$ cat config.mk
export PLATFORM = sky130hd
export DESIGN_NAME = uart_tx_stream
export DESIGN_NICKNAME = d
export VERILOG_FILES = /design/src/rtl/uart_tx_stream.sv
export SDC_FILE = /design/constraint.sdc
export NUM_CORES = 1
export LEC_CHECK = 0
export ABC_AREA = 0
export CAP_MARGIN = 20
export CORE_MARGIN = 2
export CORE_UTILIZATION = 61
export CTS_CLUSTER_SIZE = 12
export DETAILED_ROUTE_END_ITERATION = 12
export PLACE_DENSITY = 0.83
export SYNTH_ARGS = -nofsm -noshare
export SYNTH_HDL_FRONTEND = slang
export SYNTH_SLANG_ARGS = --single-unit
$ cat constraint.sdc
create_clock -name clk -period 6.55 [get_ports clk]
set_input_delay 0.9825 -clock clk [delete_from_list [all_inputs] [get_ports clk]]
set_output_delay 0.9825 -clock clk [all_outputs]
set_load 0.005 [all_outputs]
$ cat src/rtl/uart_tx_stream.sv
// uart_tx_stream: beat FIFO feeding a multi-word UART serializer.
// Define UART_TX_PARITY_EN to add a parity bit after the data bits.
module uart_tx_stream #(
   parameter int BITS_PER_WORD = 8,
   parameter int NUM_WORDS     = 3,
   parameter int FIFO_DEPTH    = 4,
   parameter int DIV_W         = 16
) (
   input  logic                                 clk,
   input  logic                                 rstn,
   input  logic                                 s_valid,
   output logic                                 s_ready,
   input  logic [NUM_WORDS*BITS_PER_WORD-1:0]   s_data,
   input  logic [DIV_W-1:0]                     clk_div,
   input  logic                                 two_stop,
   input  logic                                 parity_odd,
   output logic                                 tx,
   output logic                                 busy,
   output logic [$clog2(FIFO_DEPTH):0]          fifo_count
);

   localparam int BEAT_W = NUM_WORDS * BITS_PER_WORD;
   localparam int AW     = $clog2(FIFO_DEPTH);
   localparam int CW     = AW + 1;
   localparam int BW     = (BITS_PER_WORD > 1) ? $clog2(BITS_PER_WORD) : 1;
   localparam int WW     = (NUM_WORDS > 1) ? $clog2(NUM_WORDS) : 1;
   localparam logic [BW-1:0] LAST_BIT  = BW'(BITS_PER_WORD - 1);
   localparam logic [WW-1:0] LAST_WORD = WW'(NUM_WORDS - 1);
   localparam logic [CW-1:0] DEPTH     = CW'(FIFO_DEPTH);

`ifdef UART_TX_PARITY_EN
   typedef enum logic [2:0] {
      S_IDLE, S_START, S_DATA, S_PARITY, S_STOP
   } state_t;
`else
   typedef enum logic [1:0] {
      S_IDLE, S_START, S_DATA, S_STOP
   } state_t;
`endif

   logic [BEAT_W-1:0]        mem_q [FIFO_DEPTH];
   logic [AW-1:0]            wptr_q, wptr_d;
   logic [AW-1:0]            rptr_q, rptr_d;
   logic [CW-1:0]            count_q, count_d;
   state_t                   state_q, state_d;
   logic [BEAT_W-1:0]        beat_q, beat_d;
   logic [DIV_W-1:0]         div_q, div_d;
   logic [DIV_W-1:0]         cnt_q, cnt_d;
   logic [DIV_W-1:0]         per_m1;
   logic [BW-1:0]            bit_q, bit_d;
   logic [WW-1:0]            word_q, word_d;
   logic                     two_q, two_d;
   logic                     stop_q, stop_d;
   logic                     push, pop, bit_end;
   logic [BITS_PER_WORD-1:0] word0;
`ifdef UART_TX_PARITY_EN
   logic                     podd_q, podd_d;
`else
   logic                     unused_parity;
   assign unused_parity = parity_odd;
`endif

   assign s_ready    = count_q < DEPTH;
   assign fifo_count = count_q;
   assign busy       = (state_q != S_IDLE) || (count_q != '0);
   assign push       = s_valid && s_ready;
   assign pop        = (state_q == S_IDLE) && (count_q != '0);
   // a divisor below 2 still gives a 2-clock bit
   assign per_m1     = (div_q < DIV_W'(2)) ? DIV_W'(1)
                                           : div_q - DIV_W'(1);
   assign bit_end    = cnt_q == per_m1;
   assign word0      = beat_q[BITS_PER_WORD-1:0];

   always_ff @(posedge clk) begin
      if (push) mem_q[wptr_q] <= s_data;
   end

   always_comb begin
      wptr_d  = wptr_q;
      rptr_d  = rptr_q;
      count_d = count_q;
      state_d = state_q;
      beat_d  = beat_q;
      div_d   = div_q;
      two_d   = two_q;
      cnt_d   = cnt_q;
      bit_d   = bit_q;
      word_d  = word_q;
      stop_d  = stop_q;
`ifdef UART_TX_PARITY_EN
      podd_d  = podd_q;
`endif
      if (push) wptr_d = wptr_q + AW'(1);
      if (pop)  rptr_d = rptr_q + AW'(1);
      unique case ({push, pop})
         2'b10:   count_d = count_q + CW'(1);
         2'b01:   count_d = count_q - CW'(1);
         default: count_d = count_q;
      endcase
      if (state_q != S_IDLE)
         cnt_d = bit_end ? '0 : cnt_q + DIV_W'(1);
      unique case (state_q)
         S_IDLE: begin
            if (pop) begin
               beat_d  = mem_q[rptr_q];
               div_d   = clk_div;
               two_d   = two_stop;
`ifdef UART_TX_PARITY_EN
               podd_d  = parity_odd;
`endif
               cnt_d   = '0;
               word_d  = '0;
               state_d = S_START;
            end
         end
         S_START: begin
            if (bit_end) begin
               state_d = S_DATA;
               bit_d   = '0;
            end
         end
         S_DATA: begin
            if (bit_end) begin
               if (bit_q == LAST_BIT) begin
`ifdef UART_TX_PARITY_EN
                  state_d = S_PARITY;
`else
                  state_d = S_STOP;
`endif
                  stop_d  = 1'b0;
               end else begin
                  bit_d = bit_q + BW'(1);
               end
            end
         end
`ifdef UART_TX_PARITY_EN
         S_PARITY: begin
            if (bit_end) begin
               state_d = S_STOP;
               stop_d  = 1'b0;
            end
         end
`endif
         S_STOP: begin
            if (bit_end) begin
               if (two_q && !stop_q) begin
                  stop_d = 1'b1;
               end else if (word_q == LAST_WORD) begin
                  state_d = S_IDLE;
               end else begin
                  word_d  = word_q + WW'(1);
                  beat_d  = beat_q >> BITS_PER_WORD;
                  state_d = S_START;
               end
            end
         end
         default: state_d = S_IDLE;
      endcase
   end

   always_comb begin
      tx = 1'b1;
      unique case (state_q)
         S_START:  tx = 1'b0;
         S_DATA:   tx = word0[bit_q];
`ifdef UART_TX_PARITY_EN
         S_PARITY: tx = ^word0 ^ podd_q;
`endif
         default:  tx = 1'b1;
      endcase
   end

   always_ff @(posedge clk or negedge rstn) begin
      if (!rstn) begin
         wptr_q  <= '0;
         rptr_q  <= '0;
         count_q <= '0;
         state_q <= S_IDLE;
         beat_q  <= '0;
         div_q   <= '0;
         two_q   <= 1'b0;
         cnt_q   <= '0;
         bit_q   <= '0;
         word_q  <= '0;
         stop_q  <= 1'b0;
`ifdef UART_TX_PARITY_EN
         podd_q  <= 1'b0;
`endif
      end else begin
         wptr_q  <= wptr_d;
         rptr_q  <= rptr_d;
         count_q <= count_d;
         state_q <= state_d;
         beat_q  <= beat_d;
         div_q   <= div_d;
         two_q   <= two_d;
         cnt_q   <= cnt_d;
         bit_q   <= bit_d;
         word_q  <= word_d;
         stop_q  <= stop_d;
`ifdef UART_TX_PARITY_EN
         podd_q  <= podd_d;
`endif
      end
   end

endmodule

==> metrics.cfg <==
[floorplanning]
core_area_um2=12500
fp.dieArea_um2=13600
io-pin-count=51
die_w_um=117
initial_utilization_pct=61.8
rows=41
die_y_um=117

[worst_hold_path]
whs_path_depth=1
hp-start=beat_q[8]
min_to=beat_q[8]
hold_class=flip-flop to flip-flop

[synthesis]
synth_area_um2=7740
yosysTopAreaCellShare_pct=37.3
synth.distinct_cells=61
ys_ff_latch=168
ys_seq_area_share_pct=60.6
ys_top_cells_by_area=edfxtp_1 37%, dfrtp_1 23%, mux4_2 7.6%, nand2_1 5.7%, mux2_1 2.5%
dominantRegCellSynth=edfxtp_1
synth.largest_area_cell=edfxtp_1
yosysWarningCount=0
async_flop_share_pct=42.9
netlist_instances=594
synth_nets=654
synth_edf_count=96
synth_area_per_cell_um2=13.0

[drt]
drt_pass1_iterations=4
drc_errors=0
num_vias=4957
wirelength_um=15700
wl_per_cell_um=19.0
antenna_left=0
drt-initial-drc-count=272
viasPerCell=6.00

[final_layout]
num_antenna_cells=0
fin_nets=701
area_delta_synth_final_pct=16.0
stdcell_area_um2=8970
mostFrequentLayoutCell=nand2_1
final_layout_size_suffix_gt1_share_pct=11.9
finalNonFillerCells=826
layout_common_cells=118 x nand2_1, 96 x edfxtp_1, 72 x dfrtp_1, 48 x clkdlybuf4s50_1, 28 x nor2_1
fillCellCount=836

[worst_setup_path]
crit_arrival_ns=4.25
worstPathCellList=nor4_1 -> nand4_1 -> o21ai_0 -> a211oi_2 -> nor4_1 -> and4_1 -> a21o_1 -> mux2_1
startpoint_type=flip-flop
worstSetupEndpointType=flip-flop
r2r_start=div_q[2]
crit_type=flip-flop to flip-flop
crit_top_cell=nor4_1
r2r_cells=8
crit_required_ns=6.86
rrSetupSlack_ns=2.60
slowest_delay_ns=0.87
critPathMaxFanout=16
slowest_stage=nor4_1
rr_endpoint=beat_q[4]

[sta]
worst_pin_slew_ns=0.980
finalCriticalPeriod_ns=3.95
max_freq_mhz=253
fin_worst_skew_ns=0.0111
fin_setup_tns_ns=0
hold_viol=0
slew_headroom_pct=34.0
setup_viol=0
fin_crit_sh_pct=60.2
rsz0062_at_grt=no
maxSlewViolCount=0

[placement]
placedCellCount=793
gp_congestion=0.922
hpwl_um=9950
io_buffers=49
placed_cell_area_um2=8350

[pwr]
peakVddDrop_v=0.000264
powerDensity_nw_per_um2=450
p_leak_nw=3.54

[clocking]
insertion_delay_ns=0.43
clock_tree.root_cell=clkbuf_16
cts_resized=0
numCtsBuffers=17
ctsHoldBuffers=0
cts_tree=done
clockBufferDepth=2
post-cts-setup-buffers=0
clkSinkCount=168
clk_pin_slew_ns=0.07
htreeDepth=4

[global_routing]
grt_start_max_net_pins=73
grt_pass1_vias=5029
grt_first_pass_wirelength_um=25300
grt.total_usage_pct=25.2
antenna_found_initial=0
use_met2_pct=41.9
met3_usage_pct=6.95
top_usage_layer=met2
grt.met1_usage_pct=31.7
grt_overflow=0

[outcome]
status=complete, no violations

[flow_run]
max_cap_viol_count=0

## metrics by stage
stage / hold slack [ns] / power, W / util (%) / setup slack (ns)
finish: 0.490 / 0.00404 / 71.7 / 2.60
global route: 0.506 / 0.00427 / 71.7 / 2.40
CTS: 0.494 / 0.00406 / 71.6 / 2.72
detailed placement: 0.478 / 0.00300 / 66.7 / 2.77
global placement: 0.463 / 0.00291 / 66.7 / 2.93
floorplan: 0.452 / 0.00263 / - / 3.50
## layout make-up
| cell class | count | area, um^2 | area share, % |
|---|---|---|---|
| Tap cell | 172 | 215 | 2.40 |
| Sequential cell | 168 | 4680 | 52.2 |
| Clock inverter | 15 | 190 | 2.12 |
| Multi-Input combinational cell | 377 | 2840 | 31.6 |
| Clock buffer | 17 | 425 | 4.74 |
| Timing Repair Buffer | 57 | 546 | 6.08 |
| Inverter | 20 | 75.1 | 0.837 |
## worst max-delay path, delay by kind of cell (launching register included)
family           cells  cell delay, ns
AND/OR/NAND/NOR      4            1.99
multiplexers         1            0.40
flip-flops           1            0.48
AO/OA/AOI/OAI        3            0.96
## logic make-up after synthesis
group | share of synthesized area, %
adders and majority gates | 2.52
muxes | 11.2
AOI/OAI and AO/OA | 5.34
DFF | 60.6
buffers and inverters | 2.80
xor gates and xnor gates | 3.28
and+or+nand+nor | 14.3
## layer usage
| metal | vias to the layer above | share of wire (%) |
|---|---|---|
| met5 | - | 0 |
| met4 | 0 | 2.4 |
| met3 | 28 | 5.0 |
| met2 | 135 | 52 |
| met1 | 2527 | 40 |
| li1 | 2267 | - |
## how the worst max path moves through the flow
stage                  start          to  slack [ns]  cells past startpoint
floorplan           div_q[4]  beat_q[10]        3.50                     12
global placement    div_q[2]  beat_q[14]        2.93                      8
detailed placement  div_q[2]   beat_q[4]        2.77                      8
CTS                 div_q[2]   beat_q[4]        2.72                      8
global route        div_q[2]   cnt_q[11]        2.40                      8
finish              div_q[2]   beat_q[4]        2.60                      8
## cells in the mapped netlist (2+ instances only)
cell type	number
a21oi_1	8
a22o_1	11
a32o_1	2
a32oi_1	2
and2_1	7
and3_1	4
and4_1	3
buf_1	3
buf_2	2
buf_6	2
clkbuf_1	20
dfrtp_1	72
edfxtp_1	96
ha_1	14
inv_1	19
mux2_1	17
mux2i_1	8
mux4_2	26
nand2_1	118
nand2b_1	2
nand3_1	18
nand3b_1	2
nand4_1	4
nand4b_1	2
nor2_1	28
nor2b_1	9
nor3_1	6
nor3b_1	2
nor4_1	7
nor4_2	3
o211ai_1	2
o21ai_0	10
o22ai_1	3
o31ai_1	3
or4_1	6
xnor2_1	15
xor2_1	14
## state kept, by name (all words and copies together) (netlist names), 2 cells and up
signal      count
word_q          2
state_q         2
div_q          16
bit_q           3
fifo_count      3
beat_q         24
cnt_q          16
wptr_q          2
rptr_q          2
mem_q          96
## report_power, final
group	internal, W	switching [W]	total (W)	leakage, nW
combinational	0.000625	0.000779	0.00140	1.47
clock	0.000581	0.000456	0.00104	0.293
sequential	0.00139	0.000214	0.00160	1.78
total	0.00259	0.00145	0.00404	3.54
Note: power is estimated with default switching activity, not from simulation.
